**config.mk**
```make
export PLATFORM = sky130hd
export DESIGN_NAME = memory_stage
export DESIGN_NICKNAME = d
export VERILOG_FILES = /design/src/rtl/memory_stage.sv
export SDC_FILE = /design/constraint.sdc
export NUM_CORES = 1
export LEC_CHECK = 0
export ABC_AREA = 1
export BUFFER_PORTS_ARGS = -buffer_cell sky130_fd_sc_hd__buf_2
export CAP_MARGIN = 20
export CORE_UTILIZATION = 30
export DETAILED_ROUTE_END_ITERATION = 10
export PLACE_DENSITY = 0.56
export RECOVER_POWER = 50
export SLEW_MARGIN = 20
export SYNTH_ARGS = -nofsm -noshare
export SYNTH_HDL_FRONTEND = slang
export SYNTH_SLANG_ARGS = --single-unit
export TNS_END_PERCENT = 5
```
**constraint.sdc**
```tcl
create_clock -name clk -period 4.8 [get_ports clk]
set_clock_uncertainty 0.15 [all_clocks]
set_input_delay 0.24 -clock clk [delete_from_list [all_inputs] [get_ports clk]]
set_output_delay 0.24 -clock clk [all_outputs]
set_load 0.005 [all_outputs]
```
**src/rtl/memory_stage.sv**
```systemverilog
// memory_stage: pipeline memory stage of a 32-bit RISC-V core.
//
// Takes one instruction at a time from execute, performs the data-memory
// access for loads and stores, forms the writeback result, reports
// JAL/JALR/branch redirects to fetch and forwards the result to execute.
//
// Ports
//   clk, rst            clock; asynchronous active-high reset
//   IR, ALU, PC, B      instruction, ALU result, PC and rs2 value from execute
//   COMP                branch-compare result from execute
//   v_in / r_out        upstream valid / ready
//   v_out / r_in        downstream valid / ready
//   IR_out, MEM_out     instruction and writeback result of the held entry
//   FM, AM              forwarded value and its destination register (0 = none)
//   br_taken, br_target one-cycle redirect pulse and its target
//   dm_*                data-memory request/response port
//   misalign            held entry was a misaligned access (checked builds only)
//
// Parameters
//   XLEN    datapath width; only 32 is supported
//   RST_PC  value driven on br_target while in reset
//
// Build option
//   MEMORY_STAGE_MISALIGN_CHECK_EN  when defined, misaligned LH/LHU/SH/LW/SW
//   are not issued to memory; they complete at once with misalign=1.
//   When undefined, misalign is tied low and every access is issued.

module memory_stage #(
  parameter int unsigned XLEN   = 32,
  parameter logic [31:0] RST_PC = 32'h0000_0000
) (
  input  logic            clk,
  input  logic            rst,
  input  logic [XLEN-1:0] IR,
  input  logic [XLEN-1:0] ALU,
  input  logic [XLEN-1:0] PC,
  input  logic [XLEN-1:0] B,
  input  logic            COMP,
  input  logic            v_in,
  output logic            r_out,
  output logic            v_out,
  input  logic            r_in,
  output logic [XLEN-1:0] IR_out,
  output logic [XLEN-1:0] MEM_out,
  output logic [XLEN-1:0] FM,
  output logic [4:0]      AM,
  output logic            br_taken,
  output logic [XLEN-1:0] br_target,
  output logic            dm_req,
  output logic            dm_we,
  output logic [XLEN-1:0] dm_addr,
  output logic [XLEN-1:0] dm_wdata,
  output logic [3:0]      dm_be,
  input  logic            dm_ack,
  input  logic [XLEN-1:0] dm_rdata,
  output logic            misalign
);

  localparam logic [6:0] OP_LOAD   = 7'b0000011;
  localparam logic [6:0] OP_STORE  = 7'b0100011;
  localparam logic [6:0] OP_BRANCH = 7'b1100011;
  localparam logic [6:0] OP_JAL    = 7'b1101111;
  localparam logic [6:0] OP_JALR   = 7'b1100111;

  typedef enum logic [1:0] {
    IDLE,
    ACCESS,
    FULL
  } state_e;

  state_e state_q, state_d;

  logic [XLEN-1:0] ir_q, ir_d;
  logic [XLEN-1:0] alu_q, alu_d;
  logic [XLEN-1:0] b_q, b_d;
  logic [XLEN-1:0] result_q, result_d;
  logic [XLEN-1:0] br_target_q, br_target_d;
  logic            br_taken_q, br_taken_d;

  logic            accept;
  logic [6:0]      in_op;
  logic            in_is_mem;
  logic            acc_mis;
  logic            mis_hold;
  state_e          in_target;

  logic [6:0]      op_q;
  logic [2:0]      f3_q;
  logic [1:0]      off_q;
  logic            is_load_q;
  logic            is_store_q;
  logic            writes_rd_q;
  logic [7:0]      ld_byte;
  logic [15:0]     ld_half;
  logic [XLEN-1:0] ld_data;

  // ---------------------------------------------------------------------
  // Decode of the instruction being offered by execute
  // ---------------------------------------------------------------------
  assign in_op     = IR[6:0];
  assign in_is_mem = (in_op == OP_LOAD) || (in_op == OP_STORE);

`ifdef MEMORY_STAGE_MISALIGN_CHECK_EN
  logic mis_q;

  // funct3[1:0] gives the access size for both loads and stores:
  // 00 byte, 01 halfword, 10 word.
  always_comb begin
    acc_mis = 1'b0;
    if (in_is_mem) begin
      unique case (IR[13:12])
        2'b01:   acc_mis = ALU[0];
        2'b10:   acc_mis = |ALU[1:0];
        default: acc_mis = 1'b0;
      endcase
    end
  end

  always_ff @(posedge clk or posedge rst) begin
    if (rst) begin
      mis_q <= 1'b0;
    end else if (accept) begin
      mis_q <= acc_mis;
    end
  end

  assign mis_hold = mis_q;
`else
  assign acc_mis  = 1'b0;
  assign mis_hold = 1'b0;
`endif

  // A misaligned access (checked builds) completes without touching memory.
  assign in_target = (in_is_mem && !acc_mis) ? ACCESS : FULL;

  // ---------------------------------------------------------------------
  // Control FSM
  // ---------------------------------------------------------------------
  always_ff @(posedge clk or posedge rst) begin
    if (rst) begin
      state_q <= IDLE;
    end else begin
      state_q <= state_d;
    end
  end

  always_comb begin
    r_out = 1'b0;
    unique case (state_q)
      IDLE:    r_out = 1'b1;
      ACCESS:  r_out = 1'b0;
      FULL:    r_out = r_in;
      default: r_out = 1'b0;
    endcase
  end

  assign accept = v_in && r_out;

  always_comb begin
    state_d = state_q;
    unique case (state_q)
      IDLE: begin
        if (accept) state_d = in_target;
      end
      ACCESS: begin
        if (dm_ack) state_d = FULL;
      end
      FULL: begin
        // Draining and refilling in the same cycle keeps the stage busy.
        if (accept)    state_d = in_target;
        else if (r_in) state_d = IDLE;
      end
      default: state_d = IDLE;
    endcase
  end

  // ---------------------------------------------------------------------
  // Held-instruction decode
  // ---------------------------------------------------------------------
  assign op_q        = ir_q[6:0];
  assign f3_q        = ir_q[14:12];
  assign off_q       = alu_q[1:0];
  assign is_load_q   = (op_q == OP_LOAD);
  assign is_store_q  = (op_q == OP_STORE);
  assign writes_rd_q = (op_q != OP_BRANCH) && (op_q != OP_STORE);

  // ---------------------------------------------------------------------
  // Load lane extraction
  // ---------------------------------------------------------------------
  always_comb begin
    ld_byte = dm_rdata[7:0];
    unique case (off_q)
      2'd0:    ld_byte = dm_rdata[7:0];
      2'd1:    ld_byte = dm_rdata[15:8];
      2'd2:    ld_byte = dm_rdata[23:16];
      default: ld_byte = dm_rdata[31:24];
    endcase
  end

  // Halfword lane follows the same addr[1] selection the store side uses.
  assign ld_half = off_q[1] ? dm_rdata[31:16] : dm_rdata[15:0];

  always_comb begin
    ld_data = dm_rdata;
    unique case (f3_q)
      3'b000:  ld_data = {{24{ld_byte[7]}}, ld_byte};
      3'b001:  ld_data = {{16{ld_half[15]}}, ld_half};
      3'b100:  ld_data = {24'h0, ld_byte};
      3'b101:  ld_data = {16'h0, ld_half};
      default: ld_data = dm_rdata;
    endcase
  end

  // ---------------------------------------------------------------------
  // Datapath registers
  // ---------------------------------------------------------------------
  always_comb begin
    ir_d        = ir_q;
    alu_d       = alu_q;
    b_d         = b_q;
    result_d    = result_q;
    br_target_d = br_target_q;
    br_taken_d  = 1'b0;

    if (accept) begin
      ir_d  = IR;
      alu_d = ALU;
      b_d   = B;

      unique case (in_op)
        OP_LOAD, OP_STORE, OP_BRANCH: result_d = '0;
        OP_JAL, OP_JALR:              result_d = PC + XLEN'(4);
        default:                      result_d = ALU;
      endcase

      br_target_d = (in_op == OP_JALR) ? {ALU[XLEN-1:1], 1'b0} : ALU;

      unique case (in_op)
        OP_BRANCH:       br_taken_d = COMP;
        OP_JAL, OP_JALR: br_taken_d = 1'b1;
        default:         br_taken_d = 1'b0;
      endcase
    end else if ((state_q == ACCESS) && dm_ack && is_load_q) begin
      result_d = ld_data;
    end
  end

  always_ff @(posedge clk or posedge rst) begin
    if (rst) begin
      ir_q        <= '0;
      alu_q       <= '0;
      b_q         <= '0;
      result_q    <= '0;
      br_target_q <= RST_PC;
      br_taken_q  <= 1'b0;
    end else begin
      ir_q        <= ir_d;
      alu_q       <= alu_d;
      b_q         <= b_d;
      result_q    <= result_d;
      br_target_q <= br_target_d;
      br_taken_q  <= br_taken_d;
    end
  end

  // ---------------------------------------------------------------------
  // Data-memory port
  // ---------------------------------------------------------------------
  assign dm_req  = (state_q == ACCESS);
  assign dm_we   = dm_req && is_store_q;
  assign dm_addr = alu_q;

  always_comb begin
    dm_be    = '0;
    dm_wdata = '0;
    if (dm_we) begin
      unique case (f3_q)
        3'b000: begin
          dm_be    = 4'b0001 << off_q;
          dm_wdata = {4{b_q[7:0]}};
        end
        3'b001: begin
          dm_be    = off_q[1] ? 4'b1100 : 4'b0011;
          dm_wdata = {2{b_q[15:0]}};
        end
        default: begin
          dm_be    = '1;
          dm_wdata = b_q;
        end
      endcase
    end
  end

  // ---------------------------------------------------------------------
  // Result, forwarding and redirect outputs
  // ---------------------------------------------------------------------
  assign v_out     = (state_q == FULL);
  assign IR_out    = ir_q;
  assign MEM_out   = result_q;
  assign FM        = result_q;
  assign AM        = (v_out && writes_rd_q && !mis_hold) ? ir_q[11:7] : '0;
  assign br_taken  = br_taken_q;
  assign br_target = br_target_q;
  assign misalign  = v_out && mis_hold;

endmodule
```
==> results.ini, run 1 <==
[global_route]
track_usage_pct=23.2
met1_usage_pct=29.9
grt_util_met3_pct=3.95
grt_max_degree=91
grt_overflow=0
grtUsageMet2_pct=39.5
antenna_found_initial=4
grt_pass1_vias=8741
top_usage_layer=met2
grt_pass1_wl_um=50500

[min_path]
hold_class=in2reg
hold_depth=4

[setup_path]
worstRegToRegCells=6
slowest_delay_ns=0.82
critPathSlowestCell=dfrtp_1
path_delay_family=flip-flops
end_kind=primary output
cp.arrival_ns=2.52
worstPathRequired_ns=4.41
critical_path_class=reg2out
crit_fanout=26
cp_cell_sequence=nor2_2, nand2_2, nand2_4, inv_4, o21ai_0, a21oi_1, buf_2
path_buf_inv=2
path_depth=7
startpoint_type=flop

[synthesis]
synth_flop_cell=dfrtp_1
synth_cell_type_count=40
synthArstFlopShare_pct=100
avgSynthCellArea_sq_um=6.82
ys_seq_area_share_pct=38.9
synth_edf_count=0
syn_nets=1413
yosysWarnings=0
syn_area_sq_um=8500
syn_inst=1246
ys_seq_elements=132

[die]
coreArea_sq_um=27900
die_h_um=170
fp-row-count=61
dieArea_sq_um=29000
dieWidth_um=170
top_level_ports=373
start_util_pct=30.5

[clock_network]
cts_setup_buffers=0
cts_root_buf=clkbuf_16
cts.clk_slew.worst_paths_ns=0.07
cts_tree=built
htree_num_levels=4
clk_latency_ns=0.42
clockBufferDepth=2
cts_buffers=17
cts.sinks=132

[sta]
setup_viol=0
drv_slew=0
rsz0062_at_grt=no
hold_viol=0
max_slew_margin_pct=41.1
holdWs_ns=0.0184
period_minus_slack_ns=2.91
max_freq_ghz=0.343
tightest_slew_ns=0.884
fin_crit_sh_pct=60.7
fin_tns_setup_ns=0
finalWorstSetupSlack_ns=1.89

[layout]
area_growth_pct=36.9
fillers=2975
nNetsFinal=1791
fin_cells=2019
drive_above_1_share_pct=23.4

[power_and_ir_drop]
ir_drop_uv=213
power_mw=3.95
p_leak_nw=6.15
powerDensity_nw_per_um2=339

[placed_design]
place.gp.congestion=0.912
port-buffer-count=371
post-dp-hpwl_um=25400
placedCellCount=1884
place_worst_setup_slack_ns=1.88

[drt]
routed_wl_um=33800
postRouteAntennaNets=0
firstDrtPassIters=5
drt_iter0_drc=640
via_per_inst=4.65
routedWlPerCell_um=16.7
vias=9393
drcViolationCount=0

[flow_run]
maxCapViolations=0

[status]
status=finished, final reports clean

[per-stage QoR]
| stage | area, sq um | util, % |
|---|---|---|
| 6_report | 11600 | 41.8 |
| 5_1_grt | 11600 | 41.8 |
| 4_1_cts | 11700 | 42.1 |
| 3_5_place_dp | 10100 | 36.3 |
| 3_3_place_gp | 10100 | 36.3 |
| 2_1_floorplan | 8500 | - |
[flip-flops by register name, indices dropped and copies added (netlist names)]
name / cells
FM: 32
IR_out: 32
b_q: 32
br_taken: 1
br_target: 1
dm_addr: 32
state_q: 2
[cells by family after synthesis]
logic type / Yosys count / share of synthesized area (%)
other: 1 / 0.0441
and+or+nand+nor: 729 / 36.3
muxes: 9 / 1.19
adders and majority gates: 1 / 0.147
AOI/OAI and AO/OA: 130 / 8.42
DFF: 132 / 38.9
xor gates and xnor gates: 2 / 0.206
buffers and inverters: 242 / 14.8
[worst register-to-register path, cell delays in order, from the launching register on]
cell and delay (ns):
dfrtp_1 0.41, nand2_1 0.14, nand3_4 0.50, inv_4 0.83, buf_4 0.52, o21ai_0 0.14, o22ai_1 0.12
[cell type report]
class	count	area (sq um)	share of cell area, %
Antenna cell	4	10.0	0.0860
Clock buffer	17	425	3.66
Clock inverter	15	208	1.78
Inverter	124	478	4.11
Multi-Input combinational cell	872	3950	33.9
Sequential cell	132	3300	28.4
Tap cell	378	473	4.06
Timing Repair Buffer	477	2790	24.0
[layout by cell type, fill, tap and decap left out, types with 4 or more instances in the layout]
cell,count
nand2_1,449
buf_2,284
nor2_1,143
dfrtp_1,132
dlygate4sd3_1,99
inv_1,95
clkbuf_1,85
nand3_1,68
o21ai_0,44
o21ai_1,31
a21oi_1,27
nand4_1,25
clkbuf_16,17
clkinv_1,14
nand3_2,11
inv_2,11
o22ai_1,10
mux2_2,9
nand2_2,7
buf_4,7
a211oi_1,6
inv_6,6
nand3b_1,6
inv_8,5
diode_2,4
o21bai_1,4
nand2_4,4
or2_2,4
[per-layer routing]
layer	wire length, um	share of wire (%)
met5	0	0
met4	719	2.1
met3	1850	5.5
met2	16400	49
met1	14800	44
[synth_stat cells (2+ instances only)]
cell      number  area share, %
inv_1         96            4.2
buf_1          3           0.13
or2_2          4           0.29
nand2_2        7           0.52
buf_2         28            1.6
a211oi_2       2           0.29
clkbuf_1      11           0.49
nand2_4        4           0.53
o21ai_1       32            1.9
o22ai_1       10           0.74
nand3_2       12            1.4
nor2_2         3           0.22
buf_6          7           0.93
a211oi_1       6           0.53
buf_4         69            6.1
clkinv_1      14           0.62
or2_1          3           0.22
inv_2         12           0.53
nor3_1         2           0.12
dfrtp_1      132             39
inv_4          2           0.15
o21bai_1       4           0.35
o211ai_1       2           0.18
nor2_1       143            6.3
nand3b_1       6           0.53
a21oi_1       27            1.6
nand4_1       25            1.8
nand3_1       68            4.0
xor2_1         2           0.21
mux2_2         9            1.2
nand2_1      449             20
o21ai_0       44            2.6
[where the power goes]
| part | switching (mW) | internal (mW) |
|---|---|---|
| Clock | 0.595 | 0.847 |
| Combinational | 0.612 | 0.428 |
| Sequential | 0.171 | 1.29 |
[repair_timing]
item                                    in CTS  in global routing
hold endpoints to repair                   188                  0
gates resized for setup                      0                  0
endpoints found under the setup margin       0                  0
hold buffers                                99                  0
[worst paths after layout]
path                             from          end  slack (ns)
min in group asynchronous         rst  dm_addr[16]        0.42
max                        IR_out[13]  dm_wdata[9]        1.89
max reg2reg                state_q[1]   state_q[1]        1.91
min reg2reg                IR_out[31]   IR_out[31]        0.33
max in group asynchronous         rst  dm_addr[29]        2.91
min                              r_in   state_q[1]        0.02
No activity file was read; power rests on OpenSTA's default activity.
==> run 2: changes to the inputs <==
--- a/config.mk
+++ b/config.mk
@@ -10,7 +10,7 @@
 export CAP_MARGIN = 20
 export CORE_UTILIZATION = 30
 export DETAILED_ROUTE_END_ITERATION = 10
-export PLACE_DENSITY = 0.56
+export PLACE_DENSITY = 0.58
 export RECOVER_POWER = 50
 export SLEW_MARGIN = 20
 export SYNTH_ARGS = -nofsm -noshare
==> constraint.sdc (replaced) <==
create_clock -name clk -period 2.6 [get_ports clk]
set_clock_uncertainty 0.15 [all_clocks]
set_input_delay 0.13 -clock clk [delete_from_list [all_inputs] [get_ports clk]]
set_output_delay 0.13 -clock clk [all_outputs]
set_load 0.005 [all_outputs]
==> results.ini, run 2 (same netlist as run 1, synthesis figures left out) <==
[setup_path]
r2r_start=state_q[1]
slowest_delay_ns=0.53
end_kind=flop
cp_cell_sequence=nand2_1, nand3_4, nor2_1, buf_4, inv_2, a21oi_1, a21oi_1, nand2_1, dlygate4sd3_1
path_buf_inv=3
path_delay_family=buffers and inverters
critical_path_class=reg2reg
startpoint_type=flop
cp.arrival_ns=2.70
critPathSlowestCell=dlygate4sd3_1
worstPathRequired_ns=2.82
crit_fanout=20
r2r_slack_ns=0.12
cp-startpoint=state_q[1]

[sta]
finalWorstSetupSlack_ns=0.125
max_slew_margin_pct=21.7
holdWs_ns=0.0128
hold_viol=0
drv_slew=0
period_minus_slack_ns=2.48
tightest_slew_ns=1.17
fin_crit_sh_pct=95.2
fin_tns_setup_ns=0
rsz0062_at_grt=yes
max_freq_ghz=0.404
setup_viol=0

[clock_network]
cts_tree=built
cts.sinks=132
cts.clk_slew.worst_paths_ns=0.07
cts_root_buf=clkbuf_16
htree_num_levels=4
clockBufferDepth=2
clk_latency_ns=0.43
cts_buffers=17

[global_route]
grt_pass1_vias=8962
grt_max_degree=124
grt_overflow=0
grt_pass1_wl_um=50900
track_usage_pct=23.4
antenna_found_initial=3

[placed_design]
postPlaceCellArea_sq_um=10200
place_worst_setup_slack_ns=0.376
placedCellCount=1892
place.gp.congestion=0.927
post-dp-hpwl_um=26000
port-buffer-count=371

[die]
dieWidth_um=170
coreArea_sq_um=27900
fp-row-count=61
dieArea_sq_um=29000
top_level_ports=373
start_util_pct=30.5
die_h_um=170

[power_and_ir_drop]
power_frac_clock_pct=34.9
power_mw=7.22
switching_share_pct=37.1
power_frac_comb_pct=27.9
p_int_mw=4.55
ir_drop_uv=447
seq_power_share_pct=37.3
netSwitchingPower_mw=2.68
powerDensity_nw_per_um2=600
p_leak_nw=6.29

[layout]
utilization_pct=43.2
final_cell_mix=449 x nand2_1, 272 x buf_2, 143 x nor2_1
fin_cells=2060
area_growth_pct=41.6
drive_above_1_share_pct=22.8
layout_commonest_cell=nand2_1
nNetsFinal=1833
final_area_sq_um=12000

[flow_run]
maxCapViolations=0

[drt]
via_per_inst=4.62
drcViolationCount=0
drt_iter0_drc=657
firstDrtPassIters=6
routed_wl_um=34100
postRouteAntennaNets=0
routedWlPerCell_um=16.6
vias=9507

[min_path]
min_from=PC[19]
hold_class=in2reg

[status]
status=finished, final reports clean

==> run 2: area by class of cell <==
| type | instances | area (sq um) |
|---|---|---|
| Timing Repair Buffer | 519 | 3190 |
| Sequential cell | 132 | 3310 |
| Clock buffer | 17 | 425 |
| Antenna cell | 3 | 7.51 |
| Clock inverter | 15 | 201 |
| Tap cell | 378 | 473 |
| Multi-Input combinational cell | 872 | 3960 |
| Fill cell | 3011 | 15800 |
| Inverter | 124 | 474 |
==> run 2: routing by layer <==
layer  global-route usage (%)  vias to the layer above  wire length, um
met2                     40.2                      352            16900
li1                         -                     4685                -
met4                     6.93                        0              593
met1                     29.7                     4434            14700
met5                        0                        -                0
met3                     4.19                       36             1860
==> run 2: path summary, 6_finish.rpt <==
kind / endpoint / cells past startpoint
min in group asynchronous: IR_out[6] / 3
worst min register to register: IR_out[31] / 2
worst max-delay path: FM[20] / 9
worst min-delay path: FM[19] / 7
max in group asynchronous: IR_out[13] / 4
worst max register to register: FM[20] / 9
==> run 2: power by group through the flow <==
stage	logic [mW]	registers (mW)	clock network [mW]
final	2.01	2.69	2.52
after global routing	2.27	2.73	2.65
after detailed placement	1.91	2.71	0
after CTS	2.08	2.68	2.57
after floorplan	1.28	2.65	0
after global placement	1.91	2.71	0
==> run 2: tightest hold or removal path: stages <==
cell      delay, ns
buf_2          0.13
inv_1          0.05
nand2_1        0.04
nand3_1        0.07
nand2_1        0.05
clkinv_1       0.04
nand2_1        0.04
==> run 2: what timing repair did <==
| action | CTS | global route |
|---|---|---|
| hold buffers | 131 | 0 |
| hold endpoints to repair | 222 | 0 |
| setup endpoints to repair | 2 | 29 |
| pin swaps | 0 | 2 |
| gates resized for setup | 1 | 5 |
| buffers inserted | 0 | 2 |
==> run 3: changes to the inputs <==
--- a/config.mk
+++ b/config.mk
@@ -12,6 +12,7 @@
 export DETAILED_ROUTE_END_ITERATION = 10
 export PLACE_DENSITY = 0.58
 export RECOVER_POWER = 50
+export SETUP_SLACK_MARGIN = 0.5
 export SLEW_MARGIN = 20
 export SYNTH_ARGS = -nofsm -noshare
 export SYNTH_HDL_FRONTEND = slang
==> constraint.sdc (replaced) <==
create_clock -name clk -period 2.6 [get_ports clk]
set_clock_uncertainty 0.15 [all_clocks]
set_input_delay 0.13 -clock clk [delete_from_list [all_inputs] [get_ports clk]]
set_output_delay 0.13 -clock clk [all_outputs]
set_load 0.01 [all_outputs]
==> results.ini, run 3 (same netlist as run 1, synthesis figures left out) <==
[power_and_ir_drop]
power_frac_comb_pct=30.3
p_leak_nw=6.34
power_frac_clock_pct=33.6
netSwitchingPower_mw=2.82
powerDensity_nw_per_um2=608
ir_drop_uv=307
p_int_mw=4.64
seq_power_share_pct=36.1
switching_share_pct=37.9

[clock_network]
clockBufferDepth=2
cts_root_buf=clkbuf_16
htree_num_levels=4
clk_latency_ns=0.42
cts_buffers=17
cts.clk_slew.worst_paths_ns=0.07
cts.sinks=132
cts_tree=built

[drt]
vias=9673
drcViolationCount=0
routedWlPerCell_um=16.5
routed_wl_um=34200
via_per_inst=4.67
firstDrtPassIters=5
drt_iter0_drc=702
postRouteAntennaNets=0

[setup_path]
path_depth=8
worstRegToRegCells=10
critical_path_class=reg2out
cp-startpoint=IR_out[2]
path_delay_family=simple AND/OR/NAND/NOR gates
timing.rr.end=FM[20]
worstPathRequired_ns=2.32
critPathSlowestCell=dfrtp_1
startpoint_type=flop
path_buf_inv=3
r2r_slack_ns=0.46
cp.arrival_ns=2.02
cp_cell_sequence=nor3_4, nand3_2, nor2_4, buf_6, buf_12, o21ai_4, nor2_2, buf_2
r2r_start=IR_out[2]
end_kind=primary output
slowest_delay_ns=0.42
endpoint=dm_wdata[31]
crit_fanout=5

[sta]
period_minus_slack_ns=2.30
fin_tns_setup_ns=0
hold_viol=0
tightest_slew_ns=1.36
max_slew_margin_pct=9.44
rsz0062_at_grt=yes
max_freq_ghz=0.434
fin_crit_sh_pct=88.6
drv_slew=0
setup_viol=0
finalWorstSetupSlack_ns=0.297

[placed_design]
place.gp.congestion=0.918
post-dp-hpwl_um=25900
place_worst_setup_slack_ns=0.397
port-buffer-count=371

[die]
coreArea_sq_um=27900
dieArea_sq_um=29000
dieWidth_um=170
top_level_ports=373
die_h_um=170
start_util_pct=30.5
fp-row-count=61

[global_route]
antenna_found_initial=4
track_usage_pct=23.4
grt_max_degree=79
grt_pass1_vias=8979
grt_pass1_wl_um=51100
grt_overflow=0

[flow_run]
maxCapViolations=0

[layout]
nNetsFinal=1843
area_growth_pct=44.3
layout_commonest_cell=nand2_1
final_cell_mix=448 x nand2_1, 266 x buf_2, 141 x nor2_1
drive_above_1_share_pct=24.5

[min_path]
min_from=dm_rdata[3]
hold_class=in2reg

[status]
status=finished, final reports clean

run 3: cell count changes in the layout (fill, tap and decap cells not counted), moves of 4 or more:
cell / delta
a211oi_1: -5
a211oi_2: +4
a21oi_1: -7
a21oi_2: +7
buf_1: -5
buf_2: -6
buf_4: +4
clkbuf_1: +10
clkinv_8: -5
o21ai_1: -5
o21ai_2: +7
run 3: per-layer routing:
metal	global-route usage (%)	wire [um]	vias up
li1	-	-	4723
met2	39.4	16400	387
met3	3.63	2020	47
met1	30.5	15000	4516
met4	7.56	790	0
met5	0	0	-
run 3: cell type report:
class / instances / area [sq um]
antenna: 4 / 10.0
clock buffer: 17 / 425
clock inverter: 15 / 181
fill: 2943 / 15600
inverter: 124 / 487
multi-input combinational: 873 / 4100
sequential: 132 / 3310
tap: 378 / 473
timing repair buffer: 528 / 3280
run 3: repair_timing:
action,in CTS,in global routing
setup endpoints to repair,89,117
pin swaps,4,5
buffers inserted,10,5
hold buffers,130,0
endpoints found under the hold margin,260,0
gates resized for setup,20,31
cloned,1,0
run 3: power by group through the flow:
stage / combinational [mW] / sequential, mW / clock (mW)
finish: 2.26 / 2.69 / 2.50
global route: 2.52 / 2.74 / 2.65
CTS: 2.29 / 2.69 / 2.56
detailed placement: 2.09 / 2.72 / 0
global placement: 2.09 / 2.71 / 0
floorplan: 1.36 / 2.75 / 0
run 3: through the flow:
stage | hold slack, ns | util (%) | std cells | total power [mW] | cell area, sq um
2_1_floorplan | 0.0896 | - | 1246 | 4.11 | 8500
3_3_place_gp | 0.159 | 36.6 | 1889 | 4.80 | 10200
3_5_place_dp | 0.160 | 36.6 | 1889 | 4.81 | 10200
4_1_cts | 0.00208 | 44.0 | 2062 | 7.54 | 12300
5_1_grt | 0.0142 | 44.0 | 2071 | 7.91 | 12300
6_report | 0.00189 | 44.0 | 2071 | 7.46 | 12300
run 3: worst min-delay path by stage:
stage,end,slack [ns],cells past startpoint
after global placement,IR_out[6],0.16,3
after detailed placement,dm_addr[0],0.16,3
after CTS,FM[14],0.002,7
final,FM[3],0.002,5
after floorplan,IR_out[0],0.09,2
after global routing,FM[8],0.01,3
run 3: worst register-to-register path: cells and delay by family, from the launching register on:
kind            cells  cell delay, ns
simple gates        5            0.72
compound gates      1            0.14
flops               1            0.42
buf+inv             4            0.59
